$ cat config.mk
export PLATFORM = sky130hd
export DESIGN_NAME = pe_mac_unit
export DESIGN_NICKNAME = d
export VERILOG_FILES = /design/src/rtl/pe_mac_unit.sv
export SDC_FILE = /design/constraint.sdc
export NUM_CORES = 1
export LEC_CHECK = 0
export ABC_AREA = 1
export CAP_MARGIN = 20
export CORE_ASPECT_RATIO = 0.75
export CORE_UTILIZATION = 56
export DETAILED_ROUTE_END_ITERATION = 16
export PLACE_DENSITY = 0.82
export SYNTH_ARGS = -nofsm -noshare
export SYNTH_HDL_FRONTEND = slang
export SYNTH_SLANG_ARGS = --single-unit
$ cat constraint.sdc
create_clock -name clk -period 4.41 [get_ports clk]
set_input_delay 0.882 -clock clk [delete_from_list [all_inputs] [get_ports clk]]
set_output_delay 0.882 -clock clk [all_outputs]
set_load 0.01 [all_outputs]
$ cat src/rtl/pe_mac_unit.sv
// Processing element: per-PE weight/activation register files plus a two-stage signed
// multiply-accumulate pipeline feeding the partial-sum write-back path.
module pe_mac_unit #(
  parameter int unsigned DATA_W = 8,
  parameter int unsigned ACC_W  = 24,
  parameter int unsigned DEPTH  = 8
) (
  input  logic                     clk,
  input  logic                     rst_n,
  input  logic                     write_w,
  input  logic                     write_a,
  input  logic                     shift,
  input  logic                     comp,
  input  logic                     clear,
  input  logic [2:0]               write_idx,
  input  logic [2:0]               comp_idx,
  input  logic signed [DATA_W-1:0] w_in,
  input  logic signed [DATA_W-1:0] a_in,
  output logic signed [ACC_W-1:0]  psum,
  output logic                     psum_vld,
  output logic                     busy,
  output logic                     ovf
);

  logic signed [DATA_W-1:0]   r_weight [DEPTH];
  logic signed [DATA_W-1:0]   r_act    [DEPTH];
  logic signed [2*DATA_W-1:0] r_prod;
  logic                       r_s1_vld;
  logic signed [ACC_W-1:0]    r_psum;
  logic                       r_psum_vld;
  logic                       r_ovf;

  logic signed [DATA_W-1:0]   w_wop;
  logic signed [DATA_W-1:0]   w_aop;
  logic signed [2*DATA_W-1:0] w_prod;
  logic signed [ACC_W-1:0]    w_ext;
  logic signed [ACC_W-1:0]    w_sum;
  logic                       w_ovf;

  // Register files: shift first, then a same-cycle write at write_idx overrides.
  always_ff @(posedge clk or negedge rst_n) begin
    if (!rst_n) begin
      for (int unsigned i = 0; i < DEPTH; i++) begin
        r_weight[i] <= '0;
        r_act[i]    <= '0;
      end
    end else begin
      for (int unsigned i = 0; i < DEPTH; i++) begin
        if (write_w && (write_idx == 3'(i))) begin
          r_weight[i] <= w_in;
        end
        if (write_a && (write_idx == 3'(i))) begin
          r_act[i] <= a_in;
        end else if (shift) begin
          r_act[i] <= (i == DEPTH - 1) ? '0 : r_act[(i + 1) % DEPTH];
        end
      end
    end
  end

  // Operand select with write bypass; indices outside the file read as zero.
  always_comb begin
    w_wop = '0;
    w_aop = '0;
    for (int unsigned i = 0; i < DEPTH; i++) begin
      if (comp_idx == 3'(i)) begin
        w_wop = (write_w && (write_idx == comp_idx)) ? w_in : r_weight[i];
        w_aop = (write_a && (write_idx == comp_idx)) ? a_in : r_act[i];
      end
    end
  end

  assign w_prod = w_wop * w_aop;
  assign w_ext  = ACC_W'(r_prod);
  assign w_sum  = r_psum + w_ext;
  assign w_ovf  = (r_psum[ACC_W-1] == w_ext[ACC_W-1]) && (w_sum[ACC_W-1] != r_psum[ACC_W-1]);

  // Stage 1 always accepts comp, so a comp alongside clear is the first term after it.
  always_ff @(posedge clk or negedge rst_n) begin
    if (!rst_n) begin
      r_prod     <= '0;
      r_s1_vld   <= 1'b0;
      r_psum     <= '0;
      r_psum_vld <= 1'b0;
      r_ovf      <= 1'b0;
    end else begin
      r_s1_vld <= comp;
      if (comp) begin
        r_prod <= w_prod;
      end
      if (clear) begin
        r_psum     <= '0;
        r_psum_vld <= 1'b0;
        r_ovf      <= 1'b0;
      end else begin
        r_psum_vld <= r_s1_vld;
        if (r_s1_vld) begin
          r_psum <= w_sum;
          if (w_ovf) begin
            r_ovf <= 1'b1;
          end
        end
      end
    end
  end

  assign psum     = r_psum;
  assign psum_vld = r_psum_vld;
  assign busy     = r_s1_vld;
  assign ovf      = r_ovf;

endmodule

==> impl_metrics.py, run 1 <==
metrics = {
    "status": {
        "status": "finished with violations",
        "violations": "setup timing",
    },
    "clock_tree": {
        "ctsLongestPathBuffers": 2,
        "cts_root_buffer": "clkbuf_16",
        "clk-insertion-delay-late_ps": 450,
        "numCtsBuffers": 17,
        "clk_pin_slew_worst_paths_ps": 80,
        "ctsHoldBuffers": 0,
        "cts_tree": "done",
        "htree_levels": 4,
        "numClockSinks": 171,
    },
    "worst_hold_path": {
        "hold_start": "r_weight[45]",
        "worstHoldEndpoint": "r_weight[45]",
        "hp-class": "reg -> reg",
        "hold-path-cell-count": 2,
    },
    "power": {
        "power_mw": 9.61,
        "pwr_density_cell_nw_per_um2": 583,
        "power.leakage_nw": 8.02,
        "ir_worst_vdd_mv": 0.485,
    },
    "setup_path": {
        "ff2ff_setup_slack_ps": -660,
        "worst-setup-path-type": "in -> reg",
        "crit_required_ps": 4730,
        "slowest_stage": "fa_1",
        "slowest_delay_ps": 580,
        "r2r_cells": 24,
        "critPathLaunchType": "primary input",
        "critical_path.reg2reg.startpoint": "r_act[51]",
        "timing.critical_path.from": "comp_idx[2]",
        "end_kind": "register",
        "timing.rr.end": "r_prod[13]",
        "cp_max_fo": 5,
        "cp_data_arrival_time_ps": 6070,
    },
    "timing": {
        "rsz0062_at_grt": "yes",
        "worst_slew_margin_rel_pct": 34.7,
        "timing.setup.tns_ps": -13790,
        "timing.final.crit_period_ps": 5750,
        "timing.fmax_mhz": 174,
        "drv_slew": 0,
        "fin_worst_skew_ps": 10.3,
        "timing_worst_slew_pin_value_ps": 978,
        "fin_ws_ps": -1340,
        "hold_viol_final": 0,
        "fin_crit_sh_pct": 130,
        "report.final.setup_viol": 13,
        "hold-worst-slack_ps": 484,
    },
    "floorplanning": {
        "initial_core_util_pct": 57.1,
        "die_h_um": 129,
        "count_of_standard_cell_rows": 46,
        "core-area_um2": 21100,
        "horizontal_extent_of_the_die_um": 172,
        "die_area_um2": 22100,
        "top_level_ports": 56,
    },
    "logic_synthesis": {
        "synth_seq_area_share_pct": 35.5,
        "syn-mean-instance-area_um2": 7.78,
        "synth-warning-count": 0,
        "synth_cells": 1550,
        "synth_fp_nets": 1687,
        "ys_types": 49,
        "synth-edff-count": 0,
        "async_flop_share_pct": 100,
        "mappedNetlistArea_um2": 12100,
        "synth_seq_cells": 171,
        "ys_dominant_reg_cell": "dfrtp_1",
    },
    "layout": {
        "area_used_by_multi_input_combinational_logic_um2": 7680,
        "most-common-layout-cells": "nand2_1, buf_4, dfrtp_1",
        "sequential_cell_area_um2": 4280,
        "num_antenna_cells": 0,
        "layout-area-overhead-vs-synth_pct": 36.7,
        "final.fill_count": 1337,
        "stdcell_count": 2128,
        "layout.cells.most_common": "nand2_1",
        "drive_above_1_share_pct": 28.6,
        "nNetsFinal": 1964,
    },
    "placed_design": {
        "gp_congestion": 0.970,
        "place_worst_setup_slack_ps": -2200,
        "dp.final_hpwl_um": 25000,
        "port_buffers": 55,
        "dp_cells": 2010,
    },
    "drt": {
        "drt_pre_antenna_iters": 8,
        "first_iter_violations": 1873,
        "remaining_drc_errors": 0,
        "route.detailed.wl_per_inst_um": 19.9,
        "ant_nets": 0,
        "detail_route.wirelength_um": 42200,
        "dr_total_vias": 13200,
        "vias_per_cell": 6.20,
    },
    "grt": {
        "via_count_of_the_first_global_routing_pass": 12500,
        "grt_max_degree": 97,
        "grt_overflow_total": 0,
        "groute.usage.overall_pct": 37.2,
        "wire_length_of_the_first_global_routing_pass_um": 63700,
        "initial_antenna_violation_count": 0,
    },
    "job": {
        "timing.max_cap.violations": 0,
    },
}
==> report_power, final <==
group | total, mW | internal (mW) | switching [mW] | leakage, nW
combinational | 5.87 | 2.64 | 3.23 | 5.53
sequential | 2.19 | 1.91 | 0.277 | 2.21
clock | 1.56 | 0.800 | 0.757 | 0.277
==> flip-flops by register name (all words and copies together) (netlist names) <==
register,flops
psum_vld,1
r_weight,64
r_act,64
ovf,1
psum,24
busy,1
r_prod,16
==> routing by layer <==
layer,part of all wire (%),vias to the layer above,global-route usage (%)
met5,0,-,0
met4,5.9,0,18.2
met3,10,256,7.85
met2,46,919,59.3
met1,38,6313,48.4
li1,-,5704,-
==> worst max path at each step <==
stage,to,depth (start not counted)
detailed placement,r_prod[15],30
floorplan,r_prod[12],30
finish,r_prod[13],29
global route,r_prod[13],29
CTS,r_prod[15],31
global placement,r_prod[15],30
==> critical path, delay by kind of cell <==
kind,cells,cell delay (ps)
and+or+nand+nor,6,720
AOI/OAI and AO/OA,8,1070
buffers and inverters,9,890
xor gates and xnor gates,1,160
adders and majority gates,5,2310
==> repair_timing <==
action	4_1_cts	5_1_grt
setup endpoints to repair	12	13
gates cloned	1	0
pin swaps	70	64
resized for setup	211	115
buffers inserted	71	20
==> Yosys cell counts, types with 2 or more instances <==
library cell	number	area, um^2
a211oi_1	7	52.6
a31oi_1	4	25.0
o21ai_0	131	656
inv_1	202	758
a32o_1	2	20.0
dfrtp_1	171	4280
nor3_1	10	50.1
nand2_1	386	1450
buf_2	10	50.1
clkbuf_1	39	146
o31ai_1	11	82.6
a21o_1	6	45.0
o22ai_1	19	119
or2_1	2	12.5
xnor2_1	5	43.8
o211ai_1	41	308
o21bai_1	7	52.6
a22o_1	2	17.5
nand4_1	8	50.1
nor3b_1	4	30.0
nand3_2	2	20.0
a21boi_0	2	15.0
xor2_1	14	123
a221oi_1	2	17.5
ha_1	51	638
o221ai_1	31	272
or2_2	9	56.3
nor2_1	87	327
fa_1	57	1140
clkinv_1	3	11.3
nand3_1	138	691
nor2_4	2	22.5
o2111ai_1	3	26.3
inv_2	10	37.5
a21oi_1	52	260
buf_6	3	33.8
nor2_2	3	18.8
buf_1	3	11.3
==> metrics by stage <==
stage	utilization, %	cell area [um^2]
after floorplan	-	12300
after global placement	67.6	14300
after detailed placement	67.6	14300
after CTS	75.6	16000
after global routing	78.1	16500
final	78.1	16500
==> logic make-up after synthesis <==
family / share of synthesized area (%)
adder cells (fa/ha/maj): 14.7
buffers and inverters: 8.80
XOR/XNOR: 1.61
AND/OR/NAND/NOR: 22.9
flip-flops: 35.5
AO/OA/AOI/OAI: 16.5
==> final cells by class <==
type,instances,share of cell area [%]
clock buffer,17,2.58
clock inverter,15,0.964
inverter,216,5.21
multi-input combinational,1107,46.5
sequential,171,25.9
tap,288,2.18
timing repair buffer,314,16.6
No activity file was read; power rests on OpenSTA's default activity.
==> run 2, diff against run 1 <==
--- a/config.mk
+++ b/config.mk
@@ -10,7 +10,7 @@
 export CORE_ASPECT_RATIO = 0.75
 export CORE_UTILIZATION = 56
 export DETAILED_ROUTE_END_ITERATION = 16
-export PLACE_DENSITY = 0.82
+export PLACE_DENSITY_LB_ADDON = 0.3
 export SYNTH_ARGS = -nofsm -noshare
 export SYNTH_HDL_FRONTEND = slang
 export SYNTH_SLANG_ARGS = --single-unit
==> impl_metrics.py, run 2 (synthesis gave the netlist of run 1 again) <==
metrics = {
    "status": {
        "status": "finished with violations",
        "violations": "setup timing",
    },
    "drt": {
        "dr_total_vias": 12200,
        "route.detailed.wl_per_inst_um": 17.5,
        "ant_nets": 0,
        "remaining_drc_errors": 0,
        "drt_pre_antenna_iters": 6,
        "first_iter_violations": 1429,
        "vias_per_cell": 5.85,
        "detail_route.wirelength_um": 36500,
    },
    "timing": {
        "worst_slew_margin_rel_pct": 32.6,
        "fin_crit_sh_pct": 129,
        "fin_worst_skew_ps": 9.16,
        "timing.fmax_mhz": 175,
        "timing_worst_slew_pin_value_ps": 1010,
        "drv_slew": 0,
        "rsz0062_at_grt": "yes",
        "report.final.setup_viol": 11,
        "hold_viol_final": 0,
        "fin_ws_ps": -1300,
        "timing.setup.tns_ps": -10960,
        "timing.final.crit_period_ps": 5710,
        "hold-worst-slack_ps": 481,
    },
    "setup_path": {
        "slowest_delay_ps": 520,
        "crit_family": "adder cells",
        "worst-setup-path-type": "in -> reg",
        "worst_path_most_repeated_cell": "nand2_1",
        "critPathLaunchType": "primary input",
        "timing.critical_path.from": "comp_idx[0]",
        "worst-path-buf-inv": 12,
        "crit_required_ps": 4750,
        "end_kind": "register",
        "cp_data_arrival_time_ps": 6040,
        "critical_path.reg2reg.startpoint": "r_act[55]",
        "cp_max_fo": 6,
        "slowest_stage": "fa_1",
    },
    "placed_design": {
        "gp_congestion": 0.977,
        "placed_cell_area_um2": 14300,
        "port_buffers": 55,
        "dp.final_hpwl_um": 24700,
    },
    "clock_tree": {
        "htree_levels": 4,
        "ctsLongestPathBuffers": 2,
        "numCtsBuffers": 17,
        "clk-insertion-delay-late_ps": 450,
        "ctsHoldBuffers": 0,
        "numClockSinks": 171,
        "clk_pin_slew_worst_paths_ps": 70,
        "cts_root_buffer": "clkbuf_16",
        "cts_tree": "done",
    },
    "worst_hold_path": {
        "hp-class": "reg -> reg",
        "hold_start": "r_weight[39]",
    },
    "layout": {
        "drive_above_1_share_pct": 23.7,
        "layout.cells.most_common": "nand2_1",
        "layout-area-overhead-vs-synth_pct": 31.0,
        "utilization_pct": 74.8,
        "design_area_um2": 15800,
        "most-common-layout-cells": "nand2_1, buf_4, inv_1",
        "num_antenna_cells": 0,
        "nNetsFinal": 1921,
    },
    "floorplanning": {
        "initial_core_util_pct": 57.1,
        "top_level_ports": 56,
        "count_of_standard_cell_rows": 46,
        "core-area_um2": 21100,
        "die_area_um2": 22100,
        "die_h_um": 129,
        "horizontal_extent_of_the_die_um": 172,
    },
    "power": {
        "ir_worst_vdd_mv": 0.534,
        "pwr_density_cell_nw_per_um2": 579,
        "power.leakage_nw": 7.74,
    },
    "grt": {
        "grt_max_degree": 106,
        "initial_antenna_violation_count": 0,
        "grt_overflow_total": 0,
        "wire_length_of_the_first_global_routing_pass_um": 58200,
        "groute.usage.overall_pct": 33.7,
        "via_count_of_the_first_global_routing_pass": 11800,
    },
    "job": {
        "timing.max_cap.violations": 0,
    },
}
-- run 2: cell count changes in the layout (fill, tap and decap cells not counted), moves of 5 or more --
cell	previous run	this run
nand3_1	123	132
nor2_2	18	12
nor2_1	59	71
inv_1	163	173
nand2_1	330	344
nand3_2	11	6
o21ai_0	107	112
buf_4	212	185
inv_4	16	8
nand2_2	37	27
buf_6	42	28
nor2_4	15	9
-- run 2: worst paths after layout --
check / endpoint / slack, ps / depth (start not counted)
max: r_prod[15] / -1300 / 36
min: r_weight[39] / 480 / 2
max reg2reg: r_prod[15] / -720 / 31
min reg2reg: r_weight[39] / 480 / 2
max in group asynchronous: r_act[28] / 2870 / 2
min in group asynchronous: r_act[62] / 560 / 1
-- run 2: area by class of cell --
type,instances,area [um^2]
flip-flops and latches,171,4280
clock inverters,12,140
fillers,1502,5320
repair inverters,1,7.51
multi-input cells,1107,7420
repair buffers,270,2310
clock buffers,20,437
well taps,288,360
inverters,216,850
-- run 2: power by group --
group          internal (mW)  switching [mW]
Combinational           2.47            2.97
Clock                  0.841           0.685
Sequential              1.91           0.277
-- run 2: timing repair --
item                                   4_1_cts  5_1_grt
setup endpoints to repair                   12       12
setup buffers                               28       15
endpoints found under the hold margin        0        0
pin swaps                                   66       42
gates resized for setup                    173       47
gates cloned                                 2        0
-- run 2: worst register-to-register path, delay by kind of cell, from the launching register on --
kind | cells | cell delay, ps
fa+ha+maj | 5 | 2310
simple gates | 12 | 1090
compound gates | 6 | 650
flops | 1 | 390
buf+inv | 8 | 580
-- run 2: stage by stage --
stage	setup slack [ps]	power, mW	std cells
floorplan	-1080	5.08	1550
finish	-1300	9.15	2085
global route	-1500	9.80	2085
CTS	-1140	8.76	2070
global placement	-2140	6.44	2008
detailed placement	-2210	6.63	2008
-- run 2: metal layers --
| metal | vias up | routed length, um | share of wire (%) | global-route usage, % |
|---|---|---|---|---|
| li1 | 5639 | - | - | - |
| met1 | 5887 | 15800 | 43 | 46.3 |
| met2 | 568 | 16900 | 46 | 54.5 |
| met3 | 111 | 2860 | 7.8 | 6.23 |
| met4 | 0 | 939 | 2.6 | 9.87 |
| met5 | - | 0 | 0 | 0 |
==> run 3, diff against run 2 <==
--- a/config.mk
+++ b/config.mk
@@ -6,6 +6,7 @@
 export NUM_CORES = 1
 export LEC_CHECK = 0
 export ABC_AREA = 1
+export ABC_CLOCK_PERIOD_IN_PS = 4410
 export CAP_MARGIN = 20
 export CORE_ASPECT_RATIO = 0.75
 export CORE_UTILIZATION = 56
==> results of run 3 <==
Final layout, timing and power as in run 2 (identical DEF).
